==> config.mk <==
export PLATFORM = sky130hd
export DESIGN_NAME = shift_r_arbiter
export DESIGN_NICKNAME = d
export VERILOG_FILES = /design/src/rtl/shift_r_arbiter.sv
export SDC_FILE = /design/constraint.sdc
export NUM_CORES = 1
export LEC_CHECK = 0
export BUFFER_PORTS_ARGS = -buffer_cell sky130_fd_sc_hd__buf_4
export CORE_ASPECT_RATIO = 0.9
export CORE_MARGIN = 3
export CORE_UTILIZATION = 55
export CTS_BUF_LIST = sky130_fd_sc_hd__clkbuf_4 sky130_fd_sc_hd__clkbuf_8
export DETAILED_ROUTE_END_ITERATION = 16
export PLACE_DENSITY_LB_ADDON = 0.08
export SLEW_MARGIN = 15
export SYNTH_ARGS = -nofsm -noshare
export SYNTH_HDL_FRONTEND = slang
export SYNTH_SLANG_ARGS = --single-unit
==> constraint.sdc <==
create_clock -name clk -period 6.5 [get_ports clk]
set_input_delay 0.325 -clock clk [delete_from_list [all_inputs] [get_ports clk]]
set_output_delay 0.325 -clock clk [all_outputs]
set_load 0.02 [all_outputs]
==> src/rtl/shift_r_arbiter.sv <==
// rtl/shift_r_arbiter.sv - round-robin arbiter sharing one right-shift datapath
//
// Purpose: NREQ requesters share a single arithmetic/logical right shifter.
//   A round-robin pointer picks the next valid requester whenever the result
//   slot can take a new entry. Each result is tagged with the requester index.
//
// Ports:
//   clk      in   clock, rising edge
//   rst      in   synchronous active-high reset
//   req_vld  in   [NREQ]          request valid per requester
//   req_rdy  out  [NREQ]          one-hot grant (or zero)
//   req_a    in   [NREQ*width_a]  operands, requester i at [i*width_a +: width_a]
//   req_s    in   [NREQ*width_s]  shift amounts, requester i at [i*width_s +: width_s]
//   rsp_vld  out  result valid
//   rsp_rdy  in   downstream accepts result
//   rsp_z    out  [width_z]       shifted result
//   rsp_id   out  [clog2(NREQ)]   requester index of rsp_z
//
// Build option: SHIFT_R_ARB_PIPE2_EN adds an operand stage ahead of the
//   result stage (accept-to-response latency 2 instead of 1).

module shift_r_arbiter #(
  parameter int NREQ    = 4,
  parameter int width_a = 16,
  parameter int width_s = 4,
  parameter int width_z = 16,
  parameter bit signd_a = 1'b1
) (
  input  logic                       clk,
  input  logic                       rst,
  input  logic [NREQ-1:0]            req_vld,
  output logic [NREQ-1:0]            req_rdy,
  input  logic [NREQ*width_a-1:0]    req_a,
  input  logic [NREQ*width_s-1:0]    req_s,
  output logic                       rsp_vld,
  input  logic                       rsp_rdy,
  output logic [width_z-1:0]         rsp_z,
  output logic [$clog2(NREQ)-1:0]    rsp_id
);

  localparam int IDW = $clog2(NREQ);
  // Logical mode needs one spare zero bit so the top operand bit is never
  // mistaken for a sign; the extension is also never narrower than the result.
  localparam int AW  = width_a + (signd_a ? 0 : 1);
  localparam int LW  = (AW > width_z) ? AW : width_z;

  // The extra top bit carries the fill value, so a signed >>> yields sign bits
  // (or zeros) for any shift amount, including amounts beyond LW.
  function automatic logic [width_z-1:0] shift_fn(input logic [width_a-1:0] a,
                                                  input logic [width_s-1:0] s);
    logic              fill;
    logic signed [LW:0] ext;
    fill = signd_a ? a[width_a-1] : 1'b0;
    ext  = {{(LW+1-width_a){fill}}, a};
    return width_z'(ext >>> s);
  endfunction

  logic [IDW-1:0]     rr_ptr_q, rr_ptr_d;
  logic               out_vld_q, out_vld_d;
  logic [width_z-1:0] out_z_q, out_z_d;
  logic [IDW-1:0]     out_id_q, out_id_d;

  logic               slot_free;
  logic               gnt_found;
  logic [IDW-1:0]     gnt_id;
  logic               accept;
  logic [width_a-1:0] sel_a;
  logic [width_s-1:0] sel_s;

`ifdef SHIFT_R_ARB_PIPE2_EN
  logic               s1_vld_q, s1_vld_d;
  logic [width_a-1:0] s1_a_q, s1_a_d;
  logic [width_s-1:0] s1_s_q, s1_s_d;
  logic [IDW-1:0]     s1_id_q, s1_id_d;
  logic               s1_adv;

  assign s1_adv    = s1_vld_q && (!out_vld_q || rsp_rdy);
  assign slot_free = !s1_vld_q || s1_adv;
`else
  assign slot_free = !out_vld_q || rsp_rdy;
`endif

  // Rotating priority search starting at rr_ptr; depends only on valids.
  always_comb begin
    gnt_found = 1'b0;
    gnt_id    = '0;
    for (int k = 0; k < NREQ; k++) begin
      if (!gnt_found && req_vld[(int'(rr_ptr_q) + k) % NREQ]) begin
        gnt_found = 1'b1;
        gnt_id    = IDW'((int'(rr_ptr_q) + k) % NREQ);
      end
    end
  end

  assign accept = slot_free && gnt_found && !rst;

  always_comb begin
    req_rdy = '0;
    if (accept) req_rdy[gnt_id] = 1'b1;
  end

  assign sel_a = req_a[int'(gnt_id)*width_a +: width_a];
  assign sel_s = req_s[int'(gnt_id)*width_s +: width_s];

  always_comb begin
    rr_ptr_d  = rr_ptr_q;
    out_vld_d = out_vld_q;
    out_z_d   = out_z_q;
    out_id_d  = out_id_q;
    if (accept) begin
      rr_ptr_d = (gnt_id == IDW'(NREQ-1)) ? '0 : IDW'(gnt_id + 1'b1);
    end
`ifdef SHIFT_R_ARB_PIPE2_EN
    s1_vld_d = s1_vld_q;
    s1_a_d   = s1_a_q;
    s1_s_d   = s1_s_q;
    s1_id_d  = s1_id_q;
    if (accept) begin
      s1_vld_d = 1'b1;
      s1_a_d   = sel_a;
      s1_s_d   = sel_s;
      s1_id_d  = gnt_id;
    end else if (s1_adv) begin
      s1_vld_d = 1'b0;
    end
    if (s1_adv) begin
      out_vld_d = 1'b1;
      out_z_d   = shift_fn(s1_a_q, s1_s_q);
      out_id_d  = s1_id_q;
    end else if (rsp_rdy) begin
      out_vld_d = 1'b0;
    end
`else
    // A new accept and a drain can share an edge; the new result simply replaces.
    if (accept) begin
      out_vld_d = 1'b1;
      out_z_d   = shift_fn(sel_a, sel_s);
      out_id_d  = gnt_id;
    end else if (rsp_rdy) begin
      out_vld_d = 1'b0;
    end
`endif
  end

  always_ff @(posedge clk) begin
    if (rst) begin
      rr_ptr_q  <= '0;
      out_vld_q <= 1'b0;
      out_z_q   <= '0;
      out_id_q  <= '0;
`ifdef SHIFT_R_ARB_PIPE2_EN
      s1_vld_q  <= 1'b0;
      s1_a_q    <= '0;
      s1_s_q    <= '0;
      s1_id_q   <= '0;
`endif
    end else begin
      rr_ptr_q  <= rr_ptr_d;
      out_vld_q <= out_vld_d;
      out_z_q   <= out_z_d;
      out_id_q  <= out_id_d;
`ifdef SHIFT_R_ARB_PIPE2_EN
      s1_vld_q  <= s1_vld_d;
      s1_a_q    <= s1_a_d;
      s1_s_q    <= s1_s_d;
      s1_id_q   <= s1_id_d;
`endif
    end
  end

  assign rsp_vld = out_vld_q;
  assign rsp_z   = out_z_q;
  assign rsp_id  = out_id_q;

endmodule

==> results.ini <==
[status]
status=finished, final reports clean

[flow_run]
cap_violations=0

[routing]
first_iter_violations=295
routed_wl_um=9050
dr.pass1.iters=5
drc_errors=0
vias_per_cell=6.59
vias=3409
wl_per_cell_um=17.5
ant_nets=0

[clocking]
cts_hold_buffers=0
root_buffer=clkbuf_8
htree_levels=1
clock_path_buffers=2
cts_resized=0
postCtsSetupBuffers=0
cts_tree=yes
path_clk_slew_ns=0.08
cts.sinks=21
cts_made_buffers=3
clock_latency_ns=0.27

[floorplanning]
coreArea_um2=4660
ios=110
fp.dieH_um=73.3
die_w_um=80.7
initial_core_util_pct=59.3
num_rows=23
die-area_um2=5920

[global_route]
grt_pass1_vias=2969
grt_pass1_wl_um=14200
grtUsageMet2_pct=47.4
grtUsageMet1_pct=42.2
gr-usage-met3_pct=6.86
antenna_found_initial=0
track_usage_pct=29.8
grt_max_degree=58
gr-total-overflow=0
grt-busiest-layer=met2

[logic_synthesis]
syn-cell-area_um2=2770
avgSynthCellArea_um2=7.45
yosysUniqueCellTypes=55
synthFlopType=dfxtp_1
synth_edf_count=0
async_flop_share_pct=0
syn-instance-count=371
synth-warning-count=0
synth_seq_cells=21
synth.yosys.seq_area_share_pct=15.2
synth_nets=462

[finish]
antenna_cells=0
nets=547
drive_gt1_share_pct=31.9
fin_util_pct=76.9
syn_to_final_growth_pct=29.6

[placed_design]
io_buffer_count=109
dp_hpwl_um=6870
place.gp.congestion=0.923

[timing]
tightest_slew_ns=0.888
hold_viol_final=0
fmax_mhz=277
setup-tns-final_ns=0
max-slew-margin-rel_pct=40.6
fin_crit_sh_pct=55.6
rsz0062_at_grt=no
clock-skew-final_ns=0.00723
setup_viol=0
period_needed_ns=3.61
slew_viol_final=0

[setup_path]
crit_path_end_kind=flip-flop
cp.required_ns=6.63
crit_buf_inv=2
path_max_fanout=41
worst_path_max_delay_cell=a32oi_4
startpoint_type=flip-flop
slowest_delay_ns=0.66
cp_top_family=compound AO/OA/AOI/OAI gates
path_class=flip-flop to flip-flop
cp_data_arrival_time_ns=3.74
cp_cell_sequence=buf_4, nand2_1, a211o_1, nand2_2, inv_2, a32oi_4, mux2i_1, mux2_2, a2bb2oi_1, o221ai_1

[pwr]
power.density_nw_per_um2=297
irDropWorstVdd_v=0.000163
cellLeakagePower_nw=1.57

[min_path]
min_path_type=input pin to flip-flop

==> metrics by stage <==
step / power [mW] / worst slack [ns] / cells / hold WS [ns] / area [um^2]
final: 1.06 / 2.89 / 517 / 0.241 / 3580
after floorplan: 0.746 / 3.81 / 371 / 0.397 / 2770
after global placement: 0.943 / 3.03 / 513 / 0.440 / 3540
after CTS: 1.05 / 2.96 / 517 / 0.240 / 3580
after global routing: 1.13 / 2.63 / 517 / 0.247 / 3580
after detailed placement: 0.955 / 2.89 / 513 / 0.455 / 3540
==> cell usage after synthesis (10+ instances only) <==
cell type	instances	area (um^2)
a21oi_1	11	55.1
a221oi_1	17	149
a32oi_1	14	123
buf_2	10	50.1
clkbuf_1	17	63.8
dfxtp_1	21	420
mux2i_1	25	250
nand2_1	45	169
nand3_1	36	180
nor2_1	18	67.6
nor3b_1	18	135
nor4_1	19	119
==> sequential cells by signal, indices dropped and copies added (netlist names) <==
register	flops
rr_ptr_q	2
rsp_id	2
rsp_vld	1
rsp_z	16
==> final timing paths <==
path | start | to | slack, ns | cells after the start
setup / recovery | rr_ptr_q[1] | rsp_z[2] | 2.89 | 10
hold / removal | rst | rsp_vld | 0.24 | 2
setup reg to reg | rr_ptr_q[1] | rsp_z[2] | 2.89 | 10
hold reg to reg | rsp_id[0] | rsp_id[0] | 0.47 | 2
==> layer usage <==
| layer | wire length [um] | up-vias | share of wire, % |
|---|---|---|---|
| met2 | 3970 | 228 | 44 |
| met3 | 978 | 25 | 11 |
| met4 | 128 | 0 | 1.4 |
| li1 | - | 1611 | - |
| met1 | 3980 | 1545 | 44 |
| met5 | 0 | - | 0 |
==> power breakdown <==
group	internal [mW]	switching, mW	total, mW
clock	0.0428	0.0457	0.0886
sequential	0.172	0.0256	0.197
combinational	0.324	0.454	0.778
==> layout by cell type, fill, tap and decap left out, drive strengths merged, types with 2 or more instances in the layout <==
| cell | count |
|---|---|
| nor3b | 18 |
| a21boi | 3 |
| a21o | 2 |
| inv | 2 |
| a21bo | 15 |
| nor2b | 6 |
| a32o | 3 |
| mux2i | 25 |
| nor2 | 19 |
| clkinv | 2 |
| o21ai | 6 |
| a31oi | 3 |
| a2bb2oi | 2 |
| a211oi | 4 |
| o211ai | 2 |
| a221oi | 18 |
| or2 | 2 |
| nor3 | 8 |
| nand2b | 2 |
| a22oi | 2 |
| a221o | 3 |
| nand2 | 48 |
| o32a | 3 |
| and3 | 8 |
| buf | 117 |
| clkbuf | 3 |
| nand3 | 36 |
| nor4 | 19 |
| dfxtp | 21 |
| ha | 4 |
| o221ai | 3 |
| and2 | 4 |
| mux2 | 6 |
| a21oi | 11 |
| a32oi | 16 |
==> cells by family after synthesis <==
family / after synthesis / synth area share (%)
adder cells (fa/ha/maj): 4 / 1.81
flip-flops: 21 / 15.2
multiplexers: 31 / 11.6
AO/OA/AOI/OAI: 101 / 31.4
AND/OR/NAND/NOR: 174 / 32.8
buffers and inverters: 40 / 7.10
==> layout make-up <==
| class | count | area (um^2) |
|---|---|---|
| flip-flops and latches | 21 | 420 |
| repair buffers | 117 | 878 |
| fillers | 366 | 1080 |
| well taps | 62 | 77.6 |
| inverters | 3 | 11.3 |
| multi-input cells | 310 | 2150 |
| clock inverters | 1 | 5.00 |
| clock buffers | 3 | 41.3 |
(Power assumes the default switching activity.)
